--- src/rtl/i2c_pkg.sv ---
// Shared I2C types.
//   t_i2c_rw            : R/W bit of the address byte
//   t_i2c_line_ev       : registered bus events from the line synchronizer
//   t_i2c_target_state  : receive-target FSM states
//   i2c_addr_hit()      : address byte matches our 7-bit address with a write
package i2c_pkg;

  localparam int I2C_ADDR_W = 7;
  localparam int I2C_BYTE_W = 8;

  typedef enum logic {
    I2C_WRITE = 1'b0,
    I2C_READ  = 1'b1
  } t_i2c_rw;

  typedef struct packed {
    logic start;     // SDA fell while SCL high
    logic stop;      // SDA rose while SCL high
    logic scl_rise;
    logic scl_fall;
    logic sda;       // synced SDA level, aligned with the event bits
  } t_i2c_line_ev;

  typedef enum logic [2:0] {
    ST_IDLE,
    ST_ADDR,
    ST_ADDR_ACK,
    ST_DATA,
    ST_DATA_ACK,
    ST_WAIT_STOP
  } t_i2c_target_state;

  function automatic logic i2c_addr_hit(input logic [I2C_BYTE_W-1:0] addr_byte,
                                        input logic [I2C_ADDR_W-1:0] own_addr);
    return (addr_byte[7:1] == own_addr) && (t_i2c_rw'(addr_byte[0]) == I2C_WRITE);
  endfunction

endpackage

--- src/rtl/i2c_line_sync.sv ---
// Two-flop synchronizers for raw SDA/SCL, one history stage, and registered
// one-cycle START / STOP / SCL edge pulses.
//   i_clk, i_rst : system clock, async active-high reset
//   i_sda, i_scl : raw pin levels
//   o_ev         : registered event pulses plus synced SDA level
// All flops reset to 1 (idle bus level) so reset release never looks like an edge.
module i2c_line_sync
  import i2c_pkg::*;
(
  input  logic         i_clk,
  input  logic         i_rst,
  input  logic         i_sda,
  input  logic         i_scl,
  output t_i2c_line_ev o_ev
);

  logic [1:0]   sda_sync_q, scl_sync_q;
  logic         sda_hist_q, scl_hist_q;
  t_i2c_line_ev ev_q, ev_d;

  always_comb begin
    ev_d          = ev_q;
    ev_d.start    = sda_hist_q & ~sda_sync_q[1] & scl_sync_q[1];
    ev_d.stop     = ~sda_hist_q & sda_sync_q[1] & scl_sync_q[1];
    ev_d.scl_rise = ~scl_hist_q & scl_sync_q[1];
    ev_d.scl_fall = scl_hist_q & ~scl_sync_q[1];
    ev_d.sda      = sda_sync_q[1];
  end

  always_ff @(posedge i_clk or posedge i_rst) begin
    if (i_rst) begin
      sda_sync_q <= 2'b11;
      scl_sync_q <= 2'b11;
      sda_hist_q <= 1'b1;
      scl_hist_q <= 1'b1;
      ev_q       <= '{start: 1'b0, stop: 1'b0, scl_rise: 1'b0, scl_fall: 1'b0, sda: 1'b1};
    end else begin
      sda_sync_q <= {sda_sync_q[0], i_sda};
      scl_sync_q <= {scl_sync_q[0], i_scl};
      sda_hist_q <= sda_sync_q[1];
      scl_hist_q <= scl_sync_q[1];
      ev_q       <= ev_d;
    end
  end

  assign o_ev = ev_q;

endmodule

--- src/rtl/i2c_target_rx.sv ---
// Write-only I2C target: receives an address byte, ACKs a write to
// TARGET_ADDR, then receives data bytes and hands them to a sink.
//   i_clk, i_rst   : system clock, async active-high reset
//   i_sda, i_scl   : raw bus levels (SCL is never driven)
//   o_sda_drive    : 1 = release SDA, 0 = pull SDA low
//   o_data/o_valid : received byte, one-cycle valid pulse
//   i_ready        : sink ready, sampled on the bit-0 rising edge (ACK/NACK)
//   o_start/o_stop : one-cycle pulses per START (incl. repeated) / STOP
//   o_busy         : FSM not idle
module i2c_target_rx
  import i2c_pkg::*;
#(
  parameter int                    CLK_FREQ    = 25_000_000,
  parameter logic [I2C_ADDR_W-1:0] TARGET_ADDR = 7'h42
) (
  input  logic                  i_clk,
  input  logic                  i_rst,
  input  logic                  i_sda,
  input  logic                  i_scl,
  output logic                  o_sda_drive,
  output logic [I2C_BYTE_W-1:0] o_data,
  output logic                  o_valid,
  input  logic                  i_ready,
  output logic                  o_start,
  output logic                  o_stop,
  output logic                  o_busy
);

  // Enough system clocks per fast-mode bit to see every synced SCL edge.
  localparam int CLKS_PER_FM_BIT = CLK_FREQ / 400_000;
  always_comb assert (CLKS_PER_FM_BIT >= 16);

  t_i2c_line_ev ev;

  i2c_line_sync u_line_sync (
    .i_clk (i_clk),
    .i_rst (i_rst),
    .i_sda (i_sda),
    .i_scl (i_scl),
    .o_ev  (ev)
  );

  t_i2c_target_state     state_q, state_d;
  logic [2:0]            bit_cnt_q, bit_cnt_d;
  logic [I2C_BYTE_W-1:0] shift_q, shift_d, data_q, data_d, byte_w;
  logic                  valid_q, valid_d, start_q, start_d, stop_q, stop_d;
  // arm: ACK owed, waiting for the fall that ends bit 0. drive: ACK on the bus.
  logic                  arm_q, arm_d, drive_q, drive_d;

  assign byte_w = {shift_q[6:0], ev.sda};

  always_comb begin
    state_d   = state_q;
    bit_cnt_d = bit_cnt_q;
    shift_d   = shift_q;
    data_d    = data_q;
    arm_d     = arm_q;
    drive_d   = drive_q;
    valid_d   = 1'b0;
    start_d   = 1'b0;
    stop_d    = 1'b0;
    if (ev.start) begin
      state_d   = ST_ADDR;
      bit_cnt_d = '0;
      arm_d     = 1'b0;
      drive_d   = 1'b0;
      start_d   = 1'b1;
    end else if (ev.stop) begin
      state_d   = ST_IDLE;
      bit_cnt_d = '0;
      arm_d     = 1'b0;
      drive_d   = 1'b0;
      stop_d    = 1'b1;
    end else begin
      case (state_q)
        ST_ADDR, ST_DATA: begin
          if (ev.scl_rise) begin
            shift_d   = byte_w;
            bit_cnt_d = bit_cnt_q + 3'd1;  // wraps to 0 after bit 0
            if (bit_cnt_q == 3'd7) begin
              if (state_q == ST_ADDR) begin
                if (i2c_addr_hit(byte_w, TARGET_ADDR)) begin
                  state_d = ST_ADDR_ACK;
                  arm_d   = 1'b1;
                end else begin
                  state_d = ST_WAIT_STOP;
                end
              end else if (i_ready) begin
                data_d  = byte_w;
                valid_d = 1'b1;
                state_d = ST_DATA_ACK;
                arm_d   = 1'b1;
              end else begin
                state_d = ST_WAIT_STOP;  // byte dropped, NACK by staying released
              end
            end
          end
        end
        ST_ADDR_ACK, ST_DATA_ACK: begin
          if (ev.scl_fall) begin
            if (arm_q) begin
              arm_d   = 1'b0;
              drive_d = 1'b1;
            end else begin
              drive_d   = 1'b0;
              state_d   = ST_DATA;
              bit_cnt_d = '0;
            end
          end
        end
        default: ;
      endcase
    end
  end

  always_ff @(posedge i_clk or posedge i_rst) begin
    if (i_rst) begin
      state_q   <= ST_IDLE;
      bit_cnt_q <= '0;
      shift_q   <= '0;
      data_q    <= '0;
      valid_q   <= 1'b0;
      start_q   <= 1'b0;
      stop_q    <= 1'b0;
      arm_q     <= 1'b0;
      drive_q   <= 1'b0;
    end else begin
      state_q   <= state_d;
      bit_cnt_q <= bit_cnt_d;
      shift_q   <= shift_d;
      data_q    <= data_d;
      valid_q   <= valid_d;
      start_q   <= start_d;
      stop_q    <= stop_d;
      arm_q     <= arm_d;
      drive_q   <= drive_d;
    end
  end

  // SDA follows the registered fall pulse directly so the pin changes on the
  // same cycle the synced fall is seen; both terms come from flops only.
  assign o_sda_drive = ~((drive_q & ~ev.scl_fall) | (arm_q & ev.scl_fall));
  assign o_data      = data_q;
  assign o_valid     = valid_q;
  assign o_start     = start_q;
  assign o_stop      = stop_q;
  assign o_busy      = (state_q != ST_IDLE);

endmodule

--- config.mk ---
export PLATFORM = sky130hd
export DESIGN_NAME = i2c_target_rx
export DESIGN_NICKNAME = d
export VERILOG_FILES = /design/src/rtl/i2c_pkg.sv /design/src/rtl/i2c_line_sync.sv /design/src/rtl/i2c_target_rx.sv
export SDC_FILE = /design/constraint.sdc
export NUM_CORES = 1
export LEC_CHECK = 0
export BUFFER_PORTS_ARGS = -buffer_cell sky130_fd_sc_hd__buf_2
export CAP_MARGIN = 20
export CORE_MARGIN = 5
export CORE_UTILIZATION = 40
export CTS_CLUSTER_SIZE = 16
export DETAILED_ROUTE_END_ITERATION = 10
export GPL_TIMING_DRIVEN = 1
export HOLD_SLACK_MARGIN = 0.1
export PLACE_DENSITY = 0.67
export SYNTH_ARGS = -nofsm -noshare
export SYNTH_HDL_FRONTEND = slang
export SYNTH_SLANG_ARGS = --single-unit
--- constraint.sdc ---
create_clock -name i_clk -period 2.4 [get_ports i_clk]
set_clock_uncertainty 0.2 [all_clocks]
set_input_delay 0.24 -clock i_clk [delete_from_list [all_inputs] [get_ports i_clk]]
set_output_delay 0.24 -clock i_clk [all_outputs]
set_load 0.01 [all_outputs]
==> flow_summary.ini <==
[synth]
synth_edf_count = 0
synthesis.area_sq_um = 1550
synth_simple_gate_area_share_pct = 12.9
syn_area_per_cell_sq_um = 14.0
synth_top_flop_cell = dfrtp_1
post-synth-top-area-cell = dfrtp_1
post_synth_mux_area_share_pct = 16.9
synth-xor-area-share_pct = 0.564
synth_seq_area_share_pct = 58.5
synth_most_common_cell = dfrtp_1
async_reset_ff_share_pct = 100
synth-compound-area-share_pct = 5.64
yosys.cell_types.count = 33
post_synth_main_area_contributors = dfrtp_1, dfstp_2, mux2_4, mux2_2, mux2i_1
ys_seq_elements = 36
post_synth_inst_count = 111
synth_top_family_by_area = multiplexers
synth_fa_ha_area_share_pct = 1.61
synth_warnings = 0
mappedNetlistNets = 118
netlist_top_cells_count = dfrtp_1, mux2_2, mux2_4, nand2_1, dfstp_2
yosysTopAreaCellShare_pct = 48.3

[grt]
globalRoute.totalOverflow = 0
grt_max_degree = 37
gr-usage-all-layers_pct = 11.3
grt_pass1_wl_mm = 4.43
grt_pass1_vias = 960
grt_antenna_before_repair = 0

[clocking]
cts_inserted_buffers = 5
clk_latency_ns = 0.29
cts.clk_slew.worst_paths_ns = 0.07
cts.hold.buffers_added = 3
clock_tree_from_tritoncts = built
h-tree-depth = 2
post_cts_resize_count = 0
clock_net_sink_count = 36
cts_buffer_depth = 2
clk_root_buffer_cell = clkbuf_8
post_cts.repair.setup_buffers = 0

[route]
detail_route.wl_per_cell_um = 13.7
first_pass_iters = 4
post_drt_via_cell_ratio = 4.91
dr_total_vias = 914
drt_drc_violations_left = 0
final_antenna_net_count = 0
initialDrtViolationCount = 56
finalWirelength_mm = 2.55

[finish]
fillCellCount = 350
area.growth.synth_to_final_pct = 15.1
ratio_of_cells_with_drive_above_1_in_the_final_layout_pct = 42.8
finish.net_count = 144
antenna_cells = 0
finish.instance_area_sq_um = 1790
multi_input_gate_area_sq_um = 584
post_layout_nonfiller_instances = 186
share_of_the_core_filled_with_cells_in_the_final_layout_pct = 48.1
seqCellArea_sq_um = 908

[pwr]
power.clock.fraction_pct = 25.7
cell_internal_pwr_mw = 1.11
power_density_nw_per_um2 = 897
leakagePower_nw = 0.876
sw_frac_of_total_pct = 30.7
seq_power_share_pct = 50.7
power.combinational.fraction_pct = 23.7
switchingPower_mw = 0.492
finalPower_mw = 1.61
ir_worst_vdd_uv = 432

[critical_path]
cp_data_arrival_time_ns = 1.95
worst_path_max_delay_cell = dfrtp_1
worst_path_cell_trace = nor4b_4 > and2_1 > and3_4 > mux2_4
cp_num_buf_inv = 0
startpoint_type_of_the_worst_setup_path = flop
cpLargestDelayFamily = simple AND/OR/NAND/NOR gates
type_of_the_worst_setup_path = flop to flop
cp_slowest_stage_delay_ns = 0.48
worst_path_required_time_ns = 2.37
timing.critical_path.to_type = flop
worst_path_fanout_max = 8

[timing]
finalSetupViolCount = 0
timing_hold_violations_final = 0
worst_relative_slew_slack_pct = 71.5
grt_setup_unrepaired = false
finalCriticalPeriod_ns = 1.97
timing.final.max_slew_violations = 0
tns_ns = 0
final_min_period_over_clock_period_pct = 82.2
fin_worst_hold_slack_ns = 0.162
achievable-frequency_ghz = 0.507
worst_pin_slew_ns = 0.428
worst_slack_ns = 0.428

[floorplan]
die_ar_sq_um = 5230
boundaryPins = 18
core_region_area_sq_um = 3720
chipHeight_um = 72.3
floorplan.rows = 22
initial_core_util_pct = 41.8
floorplan.die.width_um = 72.3

[placement]
placed_cells_incl_taps = 175
pre_cts_ws_ns = 0.435
post-dp-hpwl_mm = 1.85
place.gp.congestion = 0.799
port_buffers = 17
placedInstanceArea_sq_um = 1670

[hold_path]
worst_hold_path_type = flop to flop

[run]
max_cap_viol_count = 0

[outcome]
outcome = finished clean
==> state kept, by name (all words and copies together) (netlist names) <==
name / count
drive_q: 1
o_stop: 1
state_q: 3
u_line_sync.scl_hist_q: 1
u_line_sync.sda_sync_q: 2
bit_cnt_q: 3
o_data: 8
shift_q: 7
o_start: 1
u_line_sync.o_ev: 5
o_valid: 1
u_line_sync.scl_sync_q: 2
arm_q: 1
==> logic make-up after synthesis <==
| family | after synthesis |
|---|---|
| xor+xnor | 1 |
| compound gates | 12 |
| buf+inv | 8 |
| fa+ha+maj | 2 |
| mux | 21 |
| flops | 36 |
| simple gates | 31 |
==> per-layer routing <==
layer  track usage [%]  up-vias  share of wire [%]
li1                  -      443                  -
met1              14.3      454                 45
met2              17.0       12                 49
met3              3.88        5                3.7
met4              5.64        0                1.8
met5                 0        -                  0
==> path summary, 6_finish.rpt <==
path                                                 from                         to  slack (ns)  depth (start not counted)
max in group asynchronous                           i_rst  u_line_sync.sda_sync_q[1]        1.27                          4
worst min register to register  u_line_sync.scl_sync_q[0]  u_line_sync.scl_sync_q[1]        0.16                          0
min in group asynchronous                           i_rst                  o_data[3]        0.38                          4
worst max-delay path                           state_q[2]                  o_data[5]        0.43                          4
worst min-delay path            u_line_sync.scl_sync_q[0]  u_line_sync.scl_sync_q[1]        0.16                          0
worst max register to register                 state_q[2]                  o_data[5]        0.43                          4
==> power by group through the flow <==
stage | combinational [mW] | sequential (mW) | clock, mW
3_3_place_gp | 0.369 | 0.815 | 0
4_1_cts | 0.384 | 0.814 | 0.430
3_5_place_dp | 0.380 | 0.825 | 0
6_report | 0.380 | 0.814 | 0.412
2_1_floorplan | 0.344 | 0.780 | 0
5_1_grt | 0.429 | 0.834 | 0.453
==> area by class of cell <==
| class | count | share of cell area [%] |
|---|---|---|
| Sequential cell | 36 | 50.8 |
| Clock inverter | 3 | 1.05 |
| Timing Repair Buffer | 22 | 7.27 |
| Clock buffer | 5 | 3.85 |
| Inverter | 5 | 1.05 |
| Tap cell | 48 | 3.36 |
| Multi-Input combinational cell | 67 | 32.7 |
==> cell usage in the layout (no fill, tap or decap), types with 2 or more instances in the layout <==
master	instances
mux2_4	8
dlygate4sd3_1	3
clkinv_2	2
and2_1	2
dfrtp_1	30
mux2i_1	3
clkbuf_8	5
o211ai_1	2
buf_2	17
o21ai_0	2
nand2_1	8
mux2_2	10
dfstp_2	6
ha_1	2
a31oi_1	2
nor3b_1	2
and3_1	2
nor2b_1	2
nor2_1	5
nor4b_1	2
inv_1	5
buf_4	2
a22o_2	2
(Power assumes the default switching activity.)
